--- src/rtl/decrypt_stream.sv ---
// Purpose: strips the 32-bit XOR keystream from AXI4-Stream packets (receive-side twin of the encryption stage).
// Latency: 1 cycle; a word accepted at edge N is presented on m_axis in cycle N+1.
// Backpressure: 2-entry main/skid buffer; s_axis_tready is registered and drops only when both entries are full.
//
// Ports:
//   axi_aclk, axi_areset            clock, asynchronous active-high reset
//   s_axis_t{data,strb,user,valid,last}, s_axis_tready   upstream stream
//   m_axis_t{data,strb,user,valid,last}, m_axis_tready   downstream stream
//   key, decrypt_en                 per-packet key and enable, sampled on the first word
//   pkt_count, word_count           decrypted-packet and emitted-word counters (wrap at 2^32)
module decrypt_stream #(
    parameter int C_M_AXIS_DATA_WIDTH  = 256,
    parameter int C_S_AXIS_DATA_WIDTH  = 256,
    parameter int C_M_AXIS_TUSER_WIDTH = 128,
    parameter int C_S_AXIS_TUSER_WIDTH = 128,
    parameter int C_S_AXI_DATA_WIDTH   = 32
) (
    input  logic                              axi_aclk,
    input  logic                              axi_areset,
    input  logic [C_S_AXIS_DATA_WIDTH-1:0]    s_axis_tdata,
    input  logic [C_S_AXIS_DATA_WIDTH/8-1:0]  s_axis_tstrb,
    input  logic [C_S_AXIS_TUSER_WIDTH-1:0]   s_axis_tuser,
    input  logic                              s_axis_tvalid,
    input  logic                              s_axis_tlast,
    output logic                              s_axis_tready,
    output logic [C_M_AXIS_DATA_WIDTH-1:0]    m_axis_tdata,
    output logic [C_M_AXIS_DATA_WIDTH/8-1:0]  m_axis_tstrb,
    output logic [C_M_AXIS_TUSER_WIDTH-1:0]   m_axis_tuser,
    output logic                              m_axis_tvalid,
    output logic                              m_axis_tlast,
    input  logic                              m_axis_tready,
    input  logic [C_S_AXI_DATA_WIDTH-1:0]     key,
    input  logic                              decrypt_en,
    output logic [C_S_AXI_DATA_WIDTH-1:0]     pkt_count,
    output logic [C_S_AXI_DATA_WIDTH-1:0]     word_count
);

    localparam int HDR2_W = 240;

    typedef enum logic [1:0] {
        HDR1    = 2'd0,
        HDR2    = 2'd1,
        PAYLOAD = 2'd2
    } state_t;

    state_t                            state_q, state_d;
    logic [C_S_AXI_DATA_WIDTH-1:0]     key_q;
    logic                              en_q;
    logic                              en_cur;
    logic                              s_hs, m_hs;
    logic [1:0]                        occ_q, occ_d;
    logic                              ready_q;
    logic                              load_main_in, load_main_skid, load_skid;
    logic [C_S_AXIS_DATA_WIDTH-1:0]    xdat;
    logic [C_S_AXIS_DATA_WIDTH-1:0]    pay_mask;
    logic [HDR2_W-1:0]                 hdr2_mask;

    logic [C_M_AXIS_DATA_WIDTH-1:0]    skid_dat;
    logic [C_M_AXIS_DATA_WIDTH/8-1:0]  skid_strb;
    logic [C_M_AXIS_TUSER_WIDTH-1:0]   skid_user;
    logic                              skid_last;
    logic                              skid_en;
    logic                              main_en;

    assign s_hs          = s_axis_tvalid & ready_q;
    assign m_hs          = m_axis_tvalid & m_axis_tready;
    assign s_axis_tready = ready_q;
    assign m_axis_tvalid = (occ_q != 2'd0);

    // Header word 2 keeps its top 16 bits; the low 16 bits take the key's low half,
    // and the seven full key copies sit above them.
    assign hdr2_mask = {{7{key_q}}, key_q[15:0]};
    assign pay_mask  = {8{key_q}};

    // ---------------- input FSM ----------------
    always_comb begin
        state_d = state_q;
        if (s_hs) begin
            if (s_axis_tlast) begin
                state_d = HDR1;
            end else begin
                case (state_q)
                    HDR1:    state_d = HDR2;
                    HDR2:    state_d = PAYLOAD;
                    default: state_d = PAYLOAD;
                endcase
            end
        end
    end

    always_ff @(posedge axi_aclk or posedge axi_areset) begin
        if (axi_areset) begin
            state_q <= HDR1;
            key_q   <= '0;
            en_q    <= 1'b0;
        end else begin
            state_q <= state_d;
            if (s_hs && state_q == HDR1) begin
                key_q <= key;
                en_q  <= decrypt_en;
            end
        end
    end

    // ---------------- transform ----------------
    // The first word is never modified, so only its enable must come from the
    // live input (it is carried with the word for pkt_count).
    always_comb begin
        en_cur = (state_q == HDR1) ? decrypt_en : en_q;
        xdat   = s_axis_tdata;
        if (en_cur) begin
            case (state_q)
                HDR2:    xdat[HDR2_W-1:0] = s_axis_tdata[HDR2_W-1:0] ^ hdr2_mask;
                PAYLOAD: xdat = s_axis_tdata ^ pay_mask;
                default: ;
            endcase
        end
    end

    // ---------------- 2-entry output buffer ----------------
    always_comb begin
        occ_d          = occ_q;
        load_main_in   = 1'b0;
        load_main_skid = 1'b0;
        load_skid      = 1'b0;
        case (occ_q)
            2'd0: begin
                if (s_hs) begin
                    occ_d        = 2'd1;
                    load_main_in = 1'b1;
                end
            end
            2'd1: begin
                if (s_hs && m_hs) begin
                    load_main_in = 1'b1;
                end else if (s_hs) begin
                    occ_d     = 2'd2;
                    load_skid = 1'b1;
                end else if (m_hs) begin
                    occ_d = 2'd0;
                end
            end
            2'd2: begin
                // ready_q is low here, so only the drain side can move
                if (m_hs) begin
                    occ_d          = 2'd1;
                    load_main_skid = 1'b1;
                end
            end
            default: occ_d = 2'd0;
        endcase
    end

    always_ff @(posedge axi_aclk or posedge axi_areset) begin
        if (axi_areset) begin
            occ_q        <= 2'd0;
            ready_q      <= 1'b0;
            m_axis_tdata <= '0;
            m_axis_tstrb <= '0;
            m_axis_tuser <= '0;
            m_axis_tlast <= 1'b0;
            main_en      <= 1'b0;
            skid_dat     <= '0;
            skid_strb    <= '0;
            skid_user    <= '0;
            skid_last    <= 1'b0;
            skid_en      <= 1'b0;
        end else begin
            occ_q   <= occ_d;
            ready_q <= (occ_d != 2'd2);
            if (load_main_in) begin
                m_axis_tdata <= xdat;
                m_axis_tstrb <= s_axis_tstrb;
                m_axis_tuser <= s_axis_tuser;
                m_axis_tlast <= s_axis_tlast;
                main_en      <= en_cur;
            end else if (load_main_skid) begin
                m_axis_tdata <= skid_dat;
                m_axis_tstrb <= skid_strb;
                m_axis_tuser <= skid_user;
                m_axis_tlast <= skid_last;
                main_en      <= skid_en;
            end
            if (load_skid) begin
                skid_dat  <= xdat;
                skid_strb <= s_axis_tstrb;
                skid_user <= s_axis_tuser;
                skid_last <= s_axis_tlast;
                skid_en   <= en_cur;
            end
        end
    end

    // ---------------- counters ----------------
    always_ff @(posedge axi_aclk or posedge axi_areset) begin
        if (axi_areset) begin
            pkt_count  <= '0;
            word_count <= '0;
        end else if (m_hs) begin
            word_count <= word_count + 1'b1;
            if (m_axis_tlast && main_en) begin
                pkt_count <= pkt_count + 1'b1;
            end
        end
    end

endmodule

--- config.mk ---
export PLATFORM = sky130hd
export DESIGN_NAME = decrypt_stream
export DESIGN_NICKNAME = d
export VERILOG_FILES = /design/src/rtl/decrypt_stream.sv
export SDC_FILE = /design/constraint.sdc
export NUM_CORES = 2
export LEC_CHECK = 0
export CAP_MARGIN = 25
export CORE_AREA = 2 2 362 364
export CTS_CLUSTER_DIAMETER = 200
export CTS_CLUSTER_SIZE = 40
export DETAILED_ROUTE_END_ITERATION = 10
export DIE_AREA = 0 0 364 366
export PLACE_DENSITY = 0.65
export SYNTH_ARGS = -nofsm -noshare
export SYNTH_HDL_FRONTEND = slang
export SYNTH_SLANG_ARGS = --single-unit
--- constraint.sdc ---
create_clock -name axi_aclk -period 45.6 [get_ports axi_aclk]
set_input_delay 9.12 -clock axi_aclk [delete_from_list [all_inputs] [get_ports axi_aclk]]
set_output_delay 9.12 -clock axi_aclk [all_outputs]
set_load 0.01 [all_outputs]
---- Yosys cells after proc, flatten, opt, wreduce, memory -nomap -nowiden ----
Index checks and enable logic that the tools add are counted.
cells by class
  bitwise logic cells ..................... 4
  equality and inequality tests ........... 5
  shift operators ......................... 0
  order comparisons ....................... 0
  divide/modulo/power cells ............... 0
  $mul .................................... 0
  $add $sub $neg .......................... 2
  reductions and logical operators ........ 8
  muxes and demuxes ....................... 29
operators with widths
  kind                                                 number
  2-to-1 mux 256 bit                                   3
  case mux 240 bit (2 select lines)                    1
  2-to-1 mux 128 bit                                   2
  XOR 256 bit                                          1
  XOR 240 bit                                          1
  adder 32 x 1 -> 32 bit, second input constant        2
  2-to-1 mux 32 bit                                    2
  2-to-1 mux 16 bit                                    1
  2-to-1 mux 2 bit                                     7
  2-to-1 mux 1 bit                                     11
  case mux 2 bit (3 select lines)                      1
  equality test 2 x 1 -> 1 bit, second input constant  2
  equality test 2 bit, second input constant           2
  logical NOT 2 bit                                    2
  nonzero test 2 bit                                   2
  logical AND 1 bit                                    3
  bitwise AND 1 bit                                    2
  != test 2 bit, second input constant                 1
  case mux 1 bit (2 select lines)                      1
  AND reduction 2 bit                                  1
storage, ports and cells
  bits in latches ......................... 0
  bits in registers ....................... 938
  output and inout port bits .............. 483
  memories kept ........................... 0
  bits in read-only memories .............. 0
  word-level logic and storage cells ...... 65
  bits in writable memories ............... 0
  input bits .............................. 454

---- Longest topological paths before layout ----
  word-level depth ........................ 7
  depth in mapped cells ................... 11
  gate-level depth less buffers ........... 7

---- Worst setup path after synthesis ----
OpenSTA, ideal clock, no wires.
  path kind ............................... in2reg
  start ................................... input m_axis_tready
  end ..................................... register word_count[31]
  arrival ................................. 10.534 ns
  path slack .............................. 34.987 ns
  required time ........................... 45.521 ns
  buffers on the path ..................... 2
  cell stages on the path ................. 7
  library setup time ...................... 0.079 ns
  cell sequence ........................... buf_2 o2111ai_1 or2_1 clkbuf_1 or4_1 nor3_2 xor2_1
between the ends
  word-level cells in the longest chain between the ends .. 1
RTL lines
  what                    line  source
  start: declaration      31    input logic m_axis_tready,
  bitwise AND 1 bit       66    assign m_hs = m_axis_tvalid & m_axis_tready;
  end signal: assignment  200   word_count <= word_count + 1'b1;
  end: declaration        35    output logic [C_S_AXI_DATA_WIDTH-1:0] word_count
Every way passes these cells.
A chain may end at the register's enable or synchronous reset.

---- Final worst setup path ----
  start ................................... input m_axis_tready
  end ..................................... register skid_dat[60]
between the ends
  word-level cells in the longest chain between the ends .. 4
RTL lines
  what                    line  source
  bitwise AND 1 bit       66
  logical AND 1 bit       134   if (s_hs && m_hs) begin
  2-to-1 mux 1 bit        134
  2-to-1 mux 1 bit        126   case (occ_q)
  end signal: assignment  185   skid_dat <= xdat;
  end: declaration        58    logic [C_M_AXIS_DATA_WIDTH-1:0] skid_dat;
Every way passes these cells.

==> impl_table.tex <==
\begin{tabular}{lr}
\hline
Metric & Value \\
\hline
\multicolumn{2}{l}{\textbf{Status}} \\
Outcome & completed \\
\multicolumn{2}{l}{\textbf{Yosys}} \\
Cell taking the most area after synthesis & dfrtp\_1 \\
Top-area cell type share of the netlist area & 0.532 \\
Post-synth EDFFs & 0 \\
Ys flop type & dfrtp\_1 \\
Area of the mapped netlist & 44100 um2 \\
Number of instances in the synthesized netlist & around 4.7k \\
Unique masters post-synth & 68 \\
Fraction of registers with async set or reset after synthesis & 1.00 \\
Mean Syn Cell Area & 9.31 um2 \\
Seq/Total Area, Yosys & 0.532 \\
Nets in the synthesized netlist & $\sim$5.2k \\
Share of synthesized cell area in full adder, half adder and majority cells & 0.00142 \\
Share of the synthesized netlist area taken by xor and xnor gates & 0.0155 \\
Dominant combinational cell family by area after synthesis & simple AND/OR/NAND/NOR gates \\
Simple-gate share of the synthesized area & 0.186 \\
Cell types with the largest area share after synthesis & dfrtp\_1, nand2\_1, o21ai\_0, a22oi\_1, mux2i\_1 \\
Multiplexer fraction of the synthesized cell area & 0.0546 \\
Compound-gate portion of the synthesized area & 0.174 \\
Number of synthesized register bits & $\sim$940 \\
YS warnings & 0 \\
\multicolumn{2}{l}{\textbf{Floorplan}} \\
Starting utilization of the core area & 0.342 \\
Total core area & $\sim$130000 um2 \\
Total die area & roughly 130000 um2 \\
Die Span X & 364 um \\
Number of ports placed on the die boundary & 937 \\
Die Span Y & about 370 um \\
Number of standard-cell rows in the floorplan & approximately 130 \\
\multicolumn{2}{l}{\textbf{GRT}} \\
Total congestion overflow after global routing & 0 \\
Via count of the first global-routing pass & $\sim$38k \\
Pin count of the biggest net entering global routing & 179 \\
Aggregate global-route resource usage & 0.258 \\
Wire length of the first global-routing pass & 260000 um \\
Number of antenna violations at the first check in global routing & slightly below 70 \\
\multicolumn{2}{l}{\textbf{Finish}} \\
Area growth, synth to finish & 26.6\% \\
Area used by multi-input combinational logic & between 15000 and 20000 um2 \\
Layout filler cell count & approximately 12k \\
Total Nets Final & a little under 6k \\
Share of post-route cells with drive strength above 1 & 0.0514 \\
Area taken by flip-flops and latches & between 20000 and 25000 um2 \\
\multicolumn{2}{l}{\textbf{Timing}} \\
Final Setup Violations & 0 \\
Period utilization & 0.302 \\
Transition time at the pin with the least slew margin & 1150 ps \\
Final hold vios & 0 \\
Max Clk Rate & 72.6 MHz \\
Slew headroom & 0.228 \\
Time the final worst path needs with I/O delays and setup & between 10000 and 15000 ps \\
Number of max-slew violations in the final report & 0 \\
Final total negative setup slack & 0 ps \\
Setup repair after global routing missed its margin & false \\
Clock skew after layout & $\sim$50 ps \\
\multicolumn{2}{l}{\textbf{Drt}} \\
Top routing layer in use & met5 \\
DRC marker count from the first detailed-route iteration & roughly 4.2k \\
Final routed DRC violation total & 0 \\
Number of nets still failing antenna checks after routing & 0 \\
Detailed-routing iteration count for the pre-antenna-repair pass & 7 \\
Final wirelength & 178000 um \\
Sum of routed wire segments on met1 & about 76000 um \\
Via count & around 39k \\
Vias per std cell & 5.46 \\
Routed wl met3 & around 13000 um \\
Detail-routed net length per standard cell & 24.7 um \\
Wire length on met2 & around 80000 um \\
\multicolumn{2}{l}{\textbf{CTS}} \\
Total of hold buffers inserted after clock tree synthesis & 0 \\
Number of clock sinks & 938 \\
CTS buffer count & 27 \\
Max Buffers Root-to-Sink & 3 \\
H-tree lvl count & 1 \\
CTS root buf & clkbuf\_16 \\
Worst-skew pair later-pin latency & $\sim$700 ps \\
Clock tree from TritonCTS & built \\
Post-CTS clock slew at the launch and capture registers of the worst setup and hold paths & about 150 ps \\
Post-cts repair resize count & 0 \\
Setup bufs post-CTS & 0 \\
\multicolumn{2}{l}{\textbf{Place}} \\
Global placer's final weighted congestion & 0.907 \\
Dpl hpwl & 126000 um \\
Port Buf Inserts & roughly 940 \\
\multicolumn{2}{l}{\textbf{Min path}} \\
Hold path startpoint & pkt\_count[31]\$\_DFFE\_PP0P\_ \\
Cells on Worst Hold Path & 1 \\
Worst-case hold path end point & pkt\_count[31]\$\_DFFE\_PP0P\_ \\
Path category of the worst min-delay check & register to register \\
\multicolumn{2}{l}{\textbf{Setup path}} \\
CP endpoint kind & register \\
Slack of the worst reg-to-reg path & 40490 ps \\
Reg-to-reg critical path startpoint & occ\_q[0]\$\_DFF\_PP0\_ \\
Capturing point of the worst reg2reg path & skid\_dat[60]\$\_DFFE\_PP0P\_ \\
Critical path start-end classification & input pin to register \\
Biggest fanout along the worst timing path & $\sim$100 \\
Nature of the critical path startpoint & input pin \\
R2R cell count & 7 \\
Critical Path RT & 46120 ps \\
Arrival time at the worst endpoint & $\sim$14000 ps \\
\multicolumn{2}{l}{\textbf{Power and ir drop}} \\
Total power after layout & 3.49 mW \\
Ratio of total power to cell area & about 62 nW/um2 \\
Max IR drop VDD & between 30 and 40 uV \\
Total leakage power & 24.2 nW \\
\multicolumn{2}{l}{\textbf{Flow run}} \\
Max-cap violation count & 0 \\
\hline
\end{tabular}
[cells in the mapped netlist (28+ instances only)]
master and count:
clkbuf_1 214, a32o_1 127, or3_1 76, nand2b_1 67, nor2_1 78, nand2_1 1340, dfrtp_1 938, o21ai_0 529
and3_1 107, or2_2 40, buf_2 118, mux2_2 95, xnor2_1 38, a21oi_1 248, nand3_1 45, a22oi_1 223
mux2i_1 131, xor2_1 40, buf_1 28
[final cells by class]
cell class                      instances  share of cell area
Timing Repair Buffer                 1023               0.182
Multi-Input combinational cell       3418               0.343
Antenna cell                           56             0.00251
Sequential cell                       938               0.420
Clock buffer                           28              0.0122
Clock inverter                          1            0.000538
Tap cell                             1742              0.0390
Inverter                               15             0.00114
[registers in the layout, indices dropped and copies added, names as in the netlist, 128 cells and up]
register      cells
skid_dat        256
m_axis_tuser    128
m_axis_tdata    256
skid_user       128
[cell usage in the layout (no fill, tap or decap), drive strengths merged, types with 14 or more instances in the layout]
cell type,n
clkdlybuf4s50,936
a21oi,249
xor2,40
buf,86
and3,107
or3,76
o21ai,531
nor3,26
nand2b,67
mux2i,132
dfrtp,938
diode,56
xnor2,38
nand4,21
o2111ai,19
clkbuf,29
or2,57
a22oi,223
nand3,45
mux2,96
nor2b,18
inv,14
a32o,127
nand2,1341
nor2,81
[routing by layer]
| layer | up-vias | GRT usage |
|---|---|---|
| met4 | 18 | 0.122 |
| li1 | 17800 | - |
| met3 | 302 | 0.0493 |
| met1 | 19700 | 0.354 |
| met2 | 1606 | 0.391 |
| met5 | - | 0 |
[cell families (layout without fill, tap and decap cells)]
logic type               Yosys count  in the layout
AO/OA/AOI/OAI                   1229           1229
XOR/XNOR                          78             78
adder cells (fa/ha/maj)            5              5
buffers and inverters            381           1067
flip-flops                       938            938
multiplexers                     228            228
other                              0             56
AND/OR/NAND/NOR                 1878           1878
[worst max-delay path: stages]
cell and delay (ps):
clkdlybuf4s50_1 630, buf_4 250, nor2b_1 130, nand2_4 540
buf_4 730, buf_4 840, buf_4 770, buf_4 840
o21ai_0 230
[metrics by stage]
step | cells | area, um2 | utilization | setup slack, ps | hold WS, ps
2_1_floorplan | 4737 | 44100 | - | 10100 | 442
3_3_place_gp | 7123 | 54800 | 0.425 | 31140 | 454
3_5_place_dp | 7131 | 54900 | 0.426 | 31080 | 461
4_1_cts | 7160 | 55600 | 0.431 | 31820 | 486
5_1_grt | 7215 | 55800 | 0.433 | 31400 | 510
6_report | 7221 | 55800 | 0.433 | 31820 | 485
[report_power, final]
part / switching [mW] / internal (mW) / total (mW)
Combinational: 0.893 / 0.708 / 1.60
Sequential: 0.302 / 1.21 / 1.52
Clock: 0.263 / 0.109 / 0.373
[worst max-delay path by stage]
stage	from	endpoint	slack, ps	depth (start not counted)
2_1_floorplan	axi_areset	en_q$_DFFE_PP0P_	10100	1
3_3_place_gp	m_axis_tready	skid_dat[32]$_DFFE_PP0P_	31140	9
4_1_cts	m_axis_tready	skid_dat[60]$_DFFE_PP0P_	31820	9
3_5_place_dp	m_axis_tready	skid_dat[185]$_DFFE_PP0P_	31080	9
6_report	m_axis_tready	skid_dat[60]$_DFFE_PP0P_	31820	9
5_1_grt	m_axis_tready	skid_dat[185]$_DFFE_PP0P_	31400	9
No activity file was read; power rests on OpenSTA's default activity.
